===== src/rtl/baud_tick_gen.sv =====
// Baud tick generator: programmable divisor to a one-cycle oversample strobe plus a baud strobe
// every 2^OS_LOG2 oversample strobes. Define BAUD_FRAC_EN to add the fractional divisor.
module baud_tick_gen #(
    parameter int DIV_W     = 16,
    parameter int OS_LOG2   = 4,
    parameter int RESET_DIV = 54,
    parameter int FRAC_W    = 4
) (
    input  logic               clk_in,
    input  logic               rst,
    input  logic               start,
    input  logic [DIV_W-1:0]   div_in,
`ifdef BAUD_FRAC_EN
    input  logic [FRAC_W-1:0]  frac_in,
`endif
    input  logic               div_load,
    input  logic               resync,
    output logic               os_tick_out,
    output logic               baud_tick_out,
    output logic [OS_LOG2-1:0] os_phase_out,
    output logic [DIV_W-1:0]   div_active_out
);

    localparam logic [DIV_W-1:0]   RESET_DIV_V = DIV_W'(RESET_DIV);
    localparam logic [OS_LOG2-1:0] PHASE_MAX   = '1;

    logic [DIV_W-1:0]   pend_div_q, pend_div_d;
    logic [DIV_W-1:0]   act_div_q, act_div_d;
    logic [DIV_W-1:0]   cnt_q, cnt_d;
    logic [OS_LOG2-1:0] phase_q, phase_d;
    logic               os_tick_q, os_tick_d;
    logic               baud_tick_q, baud_tick_d;
    logic               ext;
    logic [DIV_W-1:0]   eff;
    logic [DIV_W:0]     limit;
    logic               boundary;

`ifdef BAUD_FRAC_EN
    logic [FRAC_W-1:0] pend_frac_q, pend_frac_d;
    logic [FRAC_W-1:0] act_frac_q, act_frac_d;
    logic [FRAC_W-1:0] acc_q, acc_d;
    logic              ext_q, ext_d;
    assign ext = ext_q;
`else
    // No fractional carry in this build: every period is exactly eff.
    assign ext = |{FRAC_W{1'b0}};
`endif

    assign eff      = (act_div_q == '0) ? DIV_W'(1) : act_div_q;
    assign limit    = {1'b0, eff} - (DIV_W+1)'(1) + {{DIV_W{1'b0}}, ext};
    assign boundary = start && !resync && ({1'b0, cnt_q} == limit);

    always_comb begin
        pend_div_d  = pend_div_q;
        act_div_d   = act_div_q;
        cnt_d       = cnt_q;
        phase_d     = phase_q;
        os_tick_d   = 1'b0;
        baud_tick_d = 1'b0;
`ifdef BAUD_FRAC_EN
        pend_frac_d = pend_frac_q;
        act_frac_d  = act_frac_q;
        acc_d       = acc_q;
        ext_d       = ext_q;
        if (div_load) pend_frac_d = frac_in;
`endif
        if (div_load) pend_div_d = div_in;

        if (!start || resync) begin
            // Restart the bit: the pending divisor is adopted while nothing is being timed.
            cnt_d     = '0;
            phase_d   = '0;
            act_div_d = pend_div_q;
`ifdef BAUD_FRAC_EN
            act_frac_d = pend_frac_q;
            acc_d      = '0;
            ext_d      = 1'b0;
`endif
        end else if (boundary) begin
            cnt_d       = '0;
            os_tick_d   = 1'b1;
            baud_tick_d = (phase_q == PHASE_MAX);
            phase_d     = phase_q + OS_LOG2'(1);
            act_div_d   = div_load ? div_in : pend_div_q;
`ifdef BAUD_FRAC_EN
            act_frac_d     = div_load ? frac_in : pend_frac_q;
            {ext_d, acc_d} = {1'b0, acc_q} + {1'b0, act_frac_q};
`endif
        end else begin
            cnt_d = cnt_q + DIV_W'(1);
        end
    end

    always_ff @(posedge clk_in) begin
        if (rst) begin
            pend_div_q  <= RESET_DIV_V;
            act_div_q   <= RESET_DIV_V;
            cnt_q       <= '0;
            phase_q     <= '0;
            os_tick_q   <= 1'b0;
            baud_tick_q <= 1'b0;
`ifdef BAUD_FRAC_EN
            pend_frac_q <= '0;
            act_frac_q  <= '0;
            acc_q       <= '0;
            ext_q       <= 1'b0;
`endif
        end else begin
            pend_div_q  <= pend_div_d;
            act_div_q   <= act_div_d;
            cnt_q       <= cnt_d;
            phase_q     <= phase_d;
            os_tick_q   <= os_tick_d;
            baud_tick_q <= baud_tick_d;
`ifdef BAUD_FRAC_EN
            pend_frac_q <= pend_frac_d;
            act_frac_q  <= act_frac_d;
            acc_q       <= acc_d;
            ext_q       <= ext_d;
`endif
        end
    end

    assign os_tick_out    = os_tick_q;
    assign baud_tick_out  = baud_tick_q;
    assign os_phase_out   = phase_q;
    assign div_active_out = act_div_q;

endmodule


===== config.mk =====
export PLATFORM = sky130hd
export DESIGN_NAME = baud_tick_gen
export DESIGN_NICKNAME = d
export VERILOG_FILES = /design/src/rtl/baud_tick_gen.sv
export SDC_FILE = /design/constraint.sdc
export NUM_CORES = 1
export LEC_CHECK = 0
export ABC_AREA = 1
export CORE_ASPECT_RATIO = 2
export CORE_UTILIZATION = 55
export DETAILED_ROUTE_END_ITERATION = 12
export PLACE_DENSITY = 0.79
export SLEW_MARGIN = 20
export SYNTH_ARGS = -nofsm -noshare
export SYNTH_HDL_FRONTEND = slang
export SYNTH_SLANG_ARGS = --single-unit

===== constraint.sdc =====
create_clock -name clk_in -period 3.11 [get_ports clk_in]
set_input_delay 0.4665 -clock clk_in [delete_from_list [all_inputs] [get_ports clk_in]]
set_output_delay 0.4665 -clock clk_in [all_outputs]
set_load 0.1 [all_outputs]

==> reports/qor.txt, run 1 <==
Commonest cells post-synth: 94 x nand2_1, 58 x nor2_1, 54 x dfxtp_1
Crit-path cells: nor2_1 -> nand2_1 -> nor2_4 -> nand2_4 -> nand2_2 -> inv_1 -> ha_2 -> or2_1 -> nand2_1 -> nand2_1 -> nand2_1 -> nand2_1 -> inv_1 -> nand3_1 -> nor2_2 -> nand3_2 -> nor2_4 -> nand2_8 -> nor2_4 -> nand3_1 -> nand2_1 -> nor2_1
CTS tree: done
Synth Flop Type: dfxtp_1
Num rows: 38
Status: complete, no violations
Critical path class: flip-flop to flip-flop
Starting Density: 56.8%
Core Util, Final: 69.4%
Syn_nets: 462
Iter 0 DRT Violations: 95
Met2 global-route usage: 54.6%
Root Buffer: clkbuf_8
Cell taking the most area after synthesis: dfxtp_1
Power per cell area: 418 nW/µm²
Tmin final: 2920 ps
Fin area: 3730 µm²
Pre-Repair DR Iteration Count: 5
Routed WL: 7.81 mm
Critical path arrival: 3150 ps
CP startpoint kind: flip-flop
GP Congestion: 0.955
Vias in the first global route: 2955
Critical path peak fanout: 14
Routed WL per cell: 14.2 µm
Buf/Inv on CP: 2
Sequential fraction of the synthesis area: 35.4%
Layout cells sized above 1: 18.4%
Multi-input gate area: 1770 µm²
Final Max Tran Viols: 0
CP Capture Type: flip-flop
Final Power: 1560 µW
Gr ovfl total: 0
WP data required: 3340 ps
Dpl hpwl: 6.16 mm
Clock-pin slew on the worst setup and hold paths: 100 ps
# hold bufs at CTS: 0
First-pass GRT wire length: 13.0 mm
Worst vdd ir: 0.407 mV
Synth-to-Final Area Change: 22.1%
I/O pin count: 43
EDFF count, synth: 0
Ys Warns: 0
Clk sinks: 54
Hold Crit Depth: 2
Yosys top cell area share: 35.4%
Synth cell types: 36
Most Crowded Layer GR: met2
Pin count of the biggest net entering global routing: 33
Vias per cell: 5.39
Met1 Use GR: 29.3%
Hold Violations, Final: 0
Crit path max-delay family: simple AND/OR/NAND/NOR gates
CTS H-tree depth: 2
Final period utilization: 93.9%
Die H: 107 µm
All-Layer GR Usage: 30.6%
Antenna violations before repair: 0
Achievable frequency: 0.342 GHz
Crit path depth: 22
Placed cell area: 3550 µm²
Endpoints failing setup: 0
FFs w/ async S/R, synth: 0%
Most used cell, CP: nand2_1
Total CTS buffers: 5
Max Cap Viol: 0
Worst-Skew Late Latency: 330 ps
IO buf count: 42
Worst Tran Pin Value: 538 ps
Core footprint: 5370 µm²
Synthesized instance count: 438
Longest Clk Path Bufs: 2
Via count: 2961
Register area: 1100 µm²
LEAKAGE: 0.00164 µW
CP max stage delay: 330 ps
Residual DRC: 0
Final net count: 512
CP max stage cell: dfxtp_2
Min-Delay Path Class: flip-flop to flip-flop
Die area: 5870 µm²
Cells on worst reg2reg path: 22
Fill cells: 446
Setup Skew: 8.27 ps
Top cells by area, synth: dfxtp_1 35%, nand2_1 12%, nand3_1 7.5%
Mapped Area: 3050 µm²
Max-slew headroom: 64.1%
Number of synthesized register bits: 54
Antenna viol nets, final: 0
Antenna diode count: 0
Die Wd: 54.7 µm
Met3 GRT Util: 5.08%
Count leader, synth: nand2_1
Syn Area/Cell: 6.97 µm²
final timing paths:
path / startpoint / to / slack, ps
setup / recovery: div_active_out[10]$_SDFFE_PP0P_ / os_phase_out[2]$_SDFFE_PP0P_ / 190
hold / removal: pend_div_q[1]$_SDFF_PP1_ / pend_div_q[1]$_SDFF_PP1_ / 490
setup reg to reg: div_active_out[10]$_SDFFE_PP0P_ / os_phase_out[2]$_SDFFE_PP0P_ / 190
hold reg to reg: pend_div_q[1]$_SDFF_PP1_ / pend_div_q[1]$_SDFF_PP1_ / 490
routing by layer:
layer	vias to the layer above	routed length [µm]	part of all wire [%]
li1	1513	-	-
met1	1336	2800	36
met2	81	4260	55
met3	31	259	3.3
met4	0	480	6.1
met5	-	0	0
cell families (layout without fill, tap and decap cells):
group / after synthesis / in the layout / share of synthesized area (%)
DFF: 54 / 54 / 35.4
AOI/OAI and AO/OA: 45 / 45 / 7.95
adders and majority gates: 3 / 3 / 1.23
and+or+nand+nor: 238 / 238 / 35.7
buffers and inverters: 63 / 114 / 8.12
muxes: 14 / 14 / 4.59
xor gates and xnor gates: 21 / 21 / 6.97
state kept, by name, indices dropped and copies added, names as in the netlist:
register and flops:
baud_tick_out 1, os_tick_out 1, div_active_out 16, cnt_q 16, pend_div_q 16, os_phase_out 4
report_power, final:
group	total, µW	switching [µW]	leakage, µW	internal, µW
clock network	486	245	0.0000514	241
registers	738	18.8	0.000445	719
logic	336	225	0.00114	111
total	1560	489	0.00164	1070
worst reg2reg max path: cells and delay by family, from the launching register on:
family	cells	cell delay [ps]
AND/OR/NAND/NOR	19	2230
flip-flops	1	330
adder cells (fa/ha/maj)	1	220
buffers and inverters	2	90
repair_timing:
| item | 4_1_cts | 5_1_grt |
|---|---|---|
| cloned | 0 | 0 |
| gates resized for setup | 1 | 10 |
| buffers inserted | 0 | 2 |
| endpoints found under the setup margin | 1 | 36 |
| pin swaps | 0 | 3 |
stage by stage:
stage	hold slack (ps)	setup TNS, ps	worst slack, ps	cells
3_5_place_dp	465	0	13.9	539
5_1_grt	526	-31.0	-23.0	549
6_report	491	0	188	549
2_1_floorplan	441	0	250	438
3_3_place_gp	460	0	95.1	539
4_1_cts	493	0	8.43	547
layout make-up:
| class | count | share of cell area, % |
|---|---|---|
| Clock inverter | 2 | 1.01 |
| Multi-Input combinational cell | 321 | 47.5 |
| Inverter | 48 | 4.84 |
| Clock buffer | 6 | 1.95 |
| Sequential cell | 54 | 29.6 |
| Tap cell | 60 | 2.01 |
| Timing Repair Buffer | 58 | 13.1 |
placed cells by master, fill, tap and decap left out, types with 12 or more instances in the layout:
cell / instances
a21oi_1: 17
buf_4: 37
clkdlybuf4s50_1: 20
dfxtp_1: 38
dfxtp_2: 16
inv_1: 44
mux2i_1: 14
nand2_1: 94
nand3_1: 44
nor2_1: 55
o21ai_0: 18
xor2_1: 12
Power figures use the tool's default switching activity.
==> run 2: changes to the inputs <==
--- a/config.mk
+++ b/config.mk
@@ -5,11 +5,11 @@
 export SDC_FILE = /design/constraint.sdc
 export NUM_CORES = 1
 export LEC_CHECK = 0
-export ABC_AREA = 1
 export CORE_ASPECT_RATIO = 2
-export CORE_UTILIZATION = 55
+export CORE_UTILIZATION = 54
 export DETAILED_ROUTE_END_ITERATION = 12
-export PLACE_DENSITY = 0.79
+export PLACE_DENSITY = 0.78
+export REMOVE_ABC_BUFFERS = 1
 export SLEW_MARGIN = 20
 export SYNTH_ARGS = -nofsm -noshare
 export SYNTH_HDL_FRONTEND = slang
==> run 2 against run 1 <==
  * The run now ends with setup timing left
  * Combinational power grew 14%
  * Maximum frequency decreased by 12%
  * Register-to-register slack lost 410 ps
  * Count of clock-buffer cells in the layout is the same
  * Cell count down 13%
  * Sequential share of layout area decreased by 1.7 points
  * Area after synthesis down 3.6%
  * First-iteration DRC count down 19%
  * Critical endpoint is now div_active_out[9]$_SDFFE_PP0P_
  * Largest power group unchanged
==> reports/qor.txt, run 2 <==
Hold Violations, Final: 0 (unchanged)
Antenna diode count: 0 (unchanged)
Gr ovfl total: 0 (unchanged)
Synth cell types: 47 (+31%)
Core footprint: 5180 µm² (-3.5%)
Endpoints failing setup: 36 (+36)
Worst Slack Setup Final: -222 ps (-410 ps)
Dpl hpwl: 5.06 mm (-18%)
Internal power: 1110 µW (+3.6%)
Cell taking the most area after synthesis: dfxtp_1
FFs w/ async S/R, synth: 0% (unchanged)
Layout cells sized above 1: 26.9% (+8.5 points)
Root Buffer: clkbuf_8
Critical path arrival: 3550 ps (+400 ps)
CTS tree: done
LEAKAGE: 0.00156 µW (-5.1%)
Synth-to-Final Area Change: 32.3%
Min-delay src: cnt_q[0]$_SDFF_PP0_
Clock-pin slew on the worst setup and hold paths: 90 ps (about the same)
Switching Fraction: 30.2% (-1.2 points)
Status: finished with violations
Max Cap Viol: 0 (unchanged)
CP Capture Type: flip-flop
Final period utilization: 107% (+13 points)
Critical path class: flip-flop to flip-flop
Reg-to-reg endpoint: div_active_out[9]$_SDFFE_PP0P_
Final Power: 1590 µW (+1.9%)
Number of synthesized register bits: 54 (unchanged)
Yosys top cell area share: 36.8% (+1.3 points)
GP Congestion: 0.936 (-2.0%)
All-Layer GR Usage: 26.3% (-4.3 points)
Final Max Tran Viols: 0 (unchanged)
Setup Total Neg Slack: -4650 ps (-4650 ps)
Power per cell area: 408 nW/µm² (-2.5%)
Critical path peak fanout: 6 (-8)
Top cells by area, synth: dfxtp_1 37%, nor2_1 11%, mux2i_1 7.5%
Synthesized instance count: 348 (-21%)
Achievable frequency: 0.300 GHz (-12%)
Worst Tran Pin Value: 751 ps (+213 ps)
Total CTS buffers: 5 (unchanged)
Fin area: 3890 µm² (+4.4%)
Failing checks: setup timing
Commonest non-fill, non-tap cell in the layout: nor2_1
WP data required: 3330 ps (about the same)
Commonest non-fill, non-tap cells in the layout: 84 x nor2_1, 56 x buf_4, 52 x dfxtp_1
First-pass GRT wire length: 11.2 mm (-14%)
Count leader, synth: nor2_1
R2r startpoint: div_active_out[3]$_SDFFE_PP0P_
Pin count of the biggest net entering global routing: 37 (+12%)
Residual DRC: 0 (unchanged)
I/O pin count: 43 (unchanged)
Synth Flop Type: dfxtp_1
Die H: 106 µm (-0.92%)
Vias in the first global route: 2598 (-12%)
IO buf count: 42 (unchanged)
Setup Skew: 5.52 ps (-2.75 ps)
Num rows: 37 (-2.6%)
Hold slack: 495 ps (+4.41 ps)
Max-slew headroom: 49.9% (-14 points)
Reg2reg setup slack: -220 ps (-410 ps)
Cells on worst reg2reg path: 13 (-41%)
Iter 0 DRT Violations: 77 (-19%)
CTS H-tree depth: 2 (unchanged)
Switching power of the nets: 479 µW (-2.0%)
Die area: 5760 µm² (-1.8%)
Min-Delay Path Class: flip-flop to flip-flop
Starting Density: 56.7% (-0.092 points)
Routed WL per cell: 15.2 µm (+7.1%)
Final net count: 443 (-13%)
EDFF count, synth: 0 (unchanged)
Hold Crit Depth: 1 (-1)
Hold Path End: cnt_q[0]$_SDFF_PP0_
Commonest cells post-synth: 86 x nor2_1, 54 x dfxtp_1, 22 x mux2i_1
Die Wd: 54.2 µm (-0.91%)
CP startpoint kind: flip-flop
Placed cell area: 3540 µm² (-0.18%)
Clock share of power: 29.6% (-1.5 points)
Mapped Area: 2940 µm² (-3.6%)
Fraction of power consumed by sequential logic: 46.3% (-1.0 points)
Combinational power share: 24.1% (+2.6 points)
Worst-Skew Late Latency: 320 ps (about the same)
Routed WL: 7.28 mm (-6.8%)
DP Worst Slack: -271 ps (-285 ps)
Worst vdd ir: 0.478 mV (+18%)
Via count: 2718 (-8.2%)
RSZ-0062 raised after global routing: yes
Tmin final: 3330 ps (+410 ps)
Antenna viol nets, final: 0 (unchanged)
Clk sinks: 54 (unchanged)
Ys Warns: 0 (unchanged)
Antenna violations before repair: 0 (unchanged)
Vias per cell: 5.69 (+5.4%)
Syn Area/Cell: 8.45 µm² (+21%)
Longest Clk Path Bufs: 2 (unchanged)
Pre-Repair DR Iteration Count: 4 (-1)
Sequential fraction of the synthesis area: 36.8% (+1.3 points)
==> run 2: final cells by class <==
cell class                      instances  area (µm²)
Tap cell                               58        72.6
Clock inverter                          2        37.5
Clock buffer                            6        72.6
Fill cell                             404        1290
Multi-Input combinational cell        268        1880
Sequential cell                        54        1080
Inverter                                6        22.5
Timing Repair Buffer                   84         719
==> run 2: worst max-delay path: stages (launching register included) <==
cell	delay, ps
dfxtp_2	330
or4_4	530
and2b_2	250
a21oi_2	70
ha_2	190
buf_6	130
xnor2_4	140
xnor2_2	150
nor2_2	120
o21ai_2	80
nor4_4	320
nand4_1	180
or3b_4	480
o221a_4	260
==> run 2: per-stage QoR <==
step	util [%]	instances
final	75.0	478
after global routing	75.0	478
after CTS	72.1	470
after detailed placement	68.3	460
after global placement	68.3	460
after floorplan	-	327
==> run 2: cells by family (layout without fill, tap and decap cells) <==
family                   after synthesis  count (layout)  synth area share (%)
flip-flops                            54              54                  36.8
buffers and inverters                 27              98                  4.00
adder cells (fa/ha/maj)                3               3                  1.28
AO/OA/AOI/OAI                         59              59                  14.3
AND/OR/NAND/NOR                      148             149                  25.4
multiplexers                          26              26                  9.02
XOR/XNOR                              31              31                  9.23
==> run 2: routing by layer <==
| layer | vias to the layer above | share of wire [%] | GRT usage (%) | wire, µm |
|---|---|---|---|---|
| li1 | 1345 | - | - | - |
| met1 | 1300 | 40 | 27.2 | 2910 |
| met2 | 50 | 53 | 44.6 | 3890 |
| met3 | 23 | 2.5 | 5.58 | 182 |
| met4 | 0 | 4.1 | 16.8 | 297 |
| met5 | - | 0 | 0 | 0 |
==> run 2: worst max-delay path by stage <==
stage                                              start                               to  slack (ps)
after CTS                 div_active_out[3]$_SDFFE_PP0P_   div_active_out[9]$_SDFFE_PP0P_        -160
after floorplan           div_active_out[0]$_SDFFE_PP0P_   div_active_out[0]$_SDFFE_PP0P_        -810
after detailed placement  div_active_out[0]$_SDFFE_PP0P_     os_phase_out[3]$_SDFFE_PP0P_        -270
final                     div_active_out[3]$_SDFFE_PP0P_   div_active_out[9]$_SDFFE_PP0P_        -220
after global placement    div_active_out[0]$_SDFFE_PP0P_  div_active_out[15]$_SDFFE_PP0P_        -140
after global routing      div_active_out[1]$_SDFFE_PP1P_     os_phase_out[3]$_SDFFE_PP0P_        -380
==> run 2: power by group through the flow <==
stage	Clock, µW	Sequential (µW)	Combinational [µW]
2_1_floorplan	0	852	116
3_3_place_gp	0	749	345
3_5_place_dp	0	750	351
4_1_cts	482	734	366
5_1_grt	505	738	405
6_report	471	735	382
==> run 2: what timing repair did <==
action,in CTS,in global routing
gates resized for setup,16,27
setup endpoints to repair,37,37
endpoints found under the hold margin,0,0
pin swaps,11,9
hold buffers,0,0
gates cloned,1,0
setup buffers,1,8
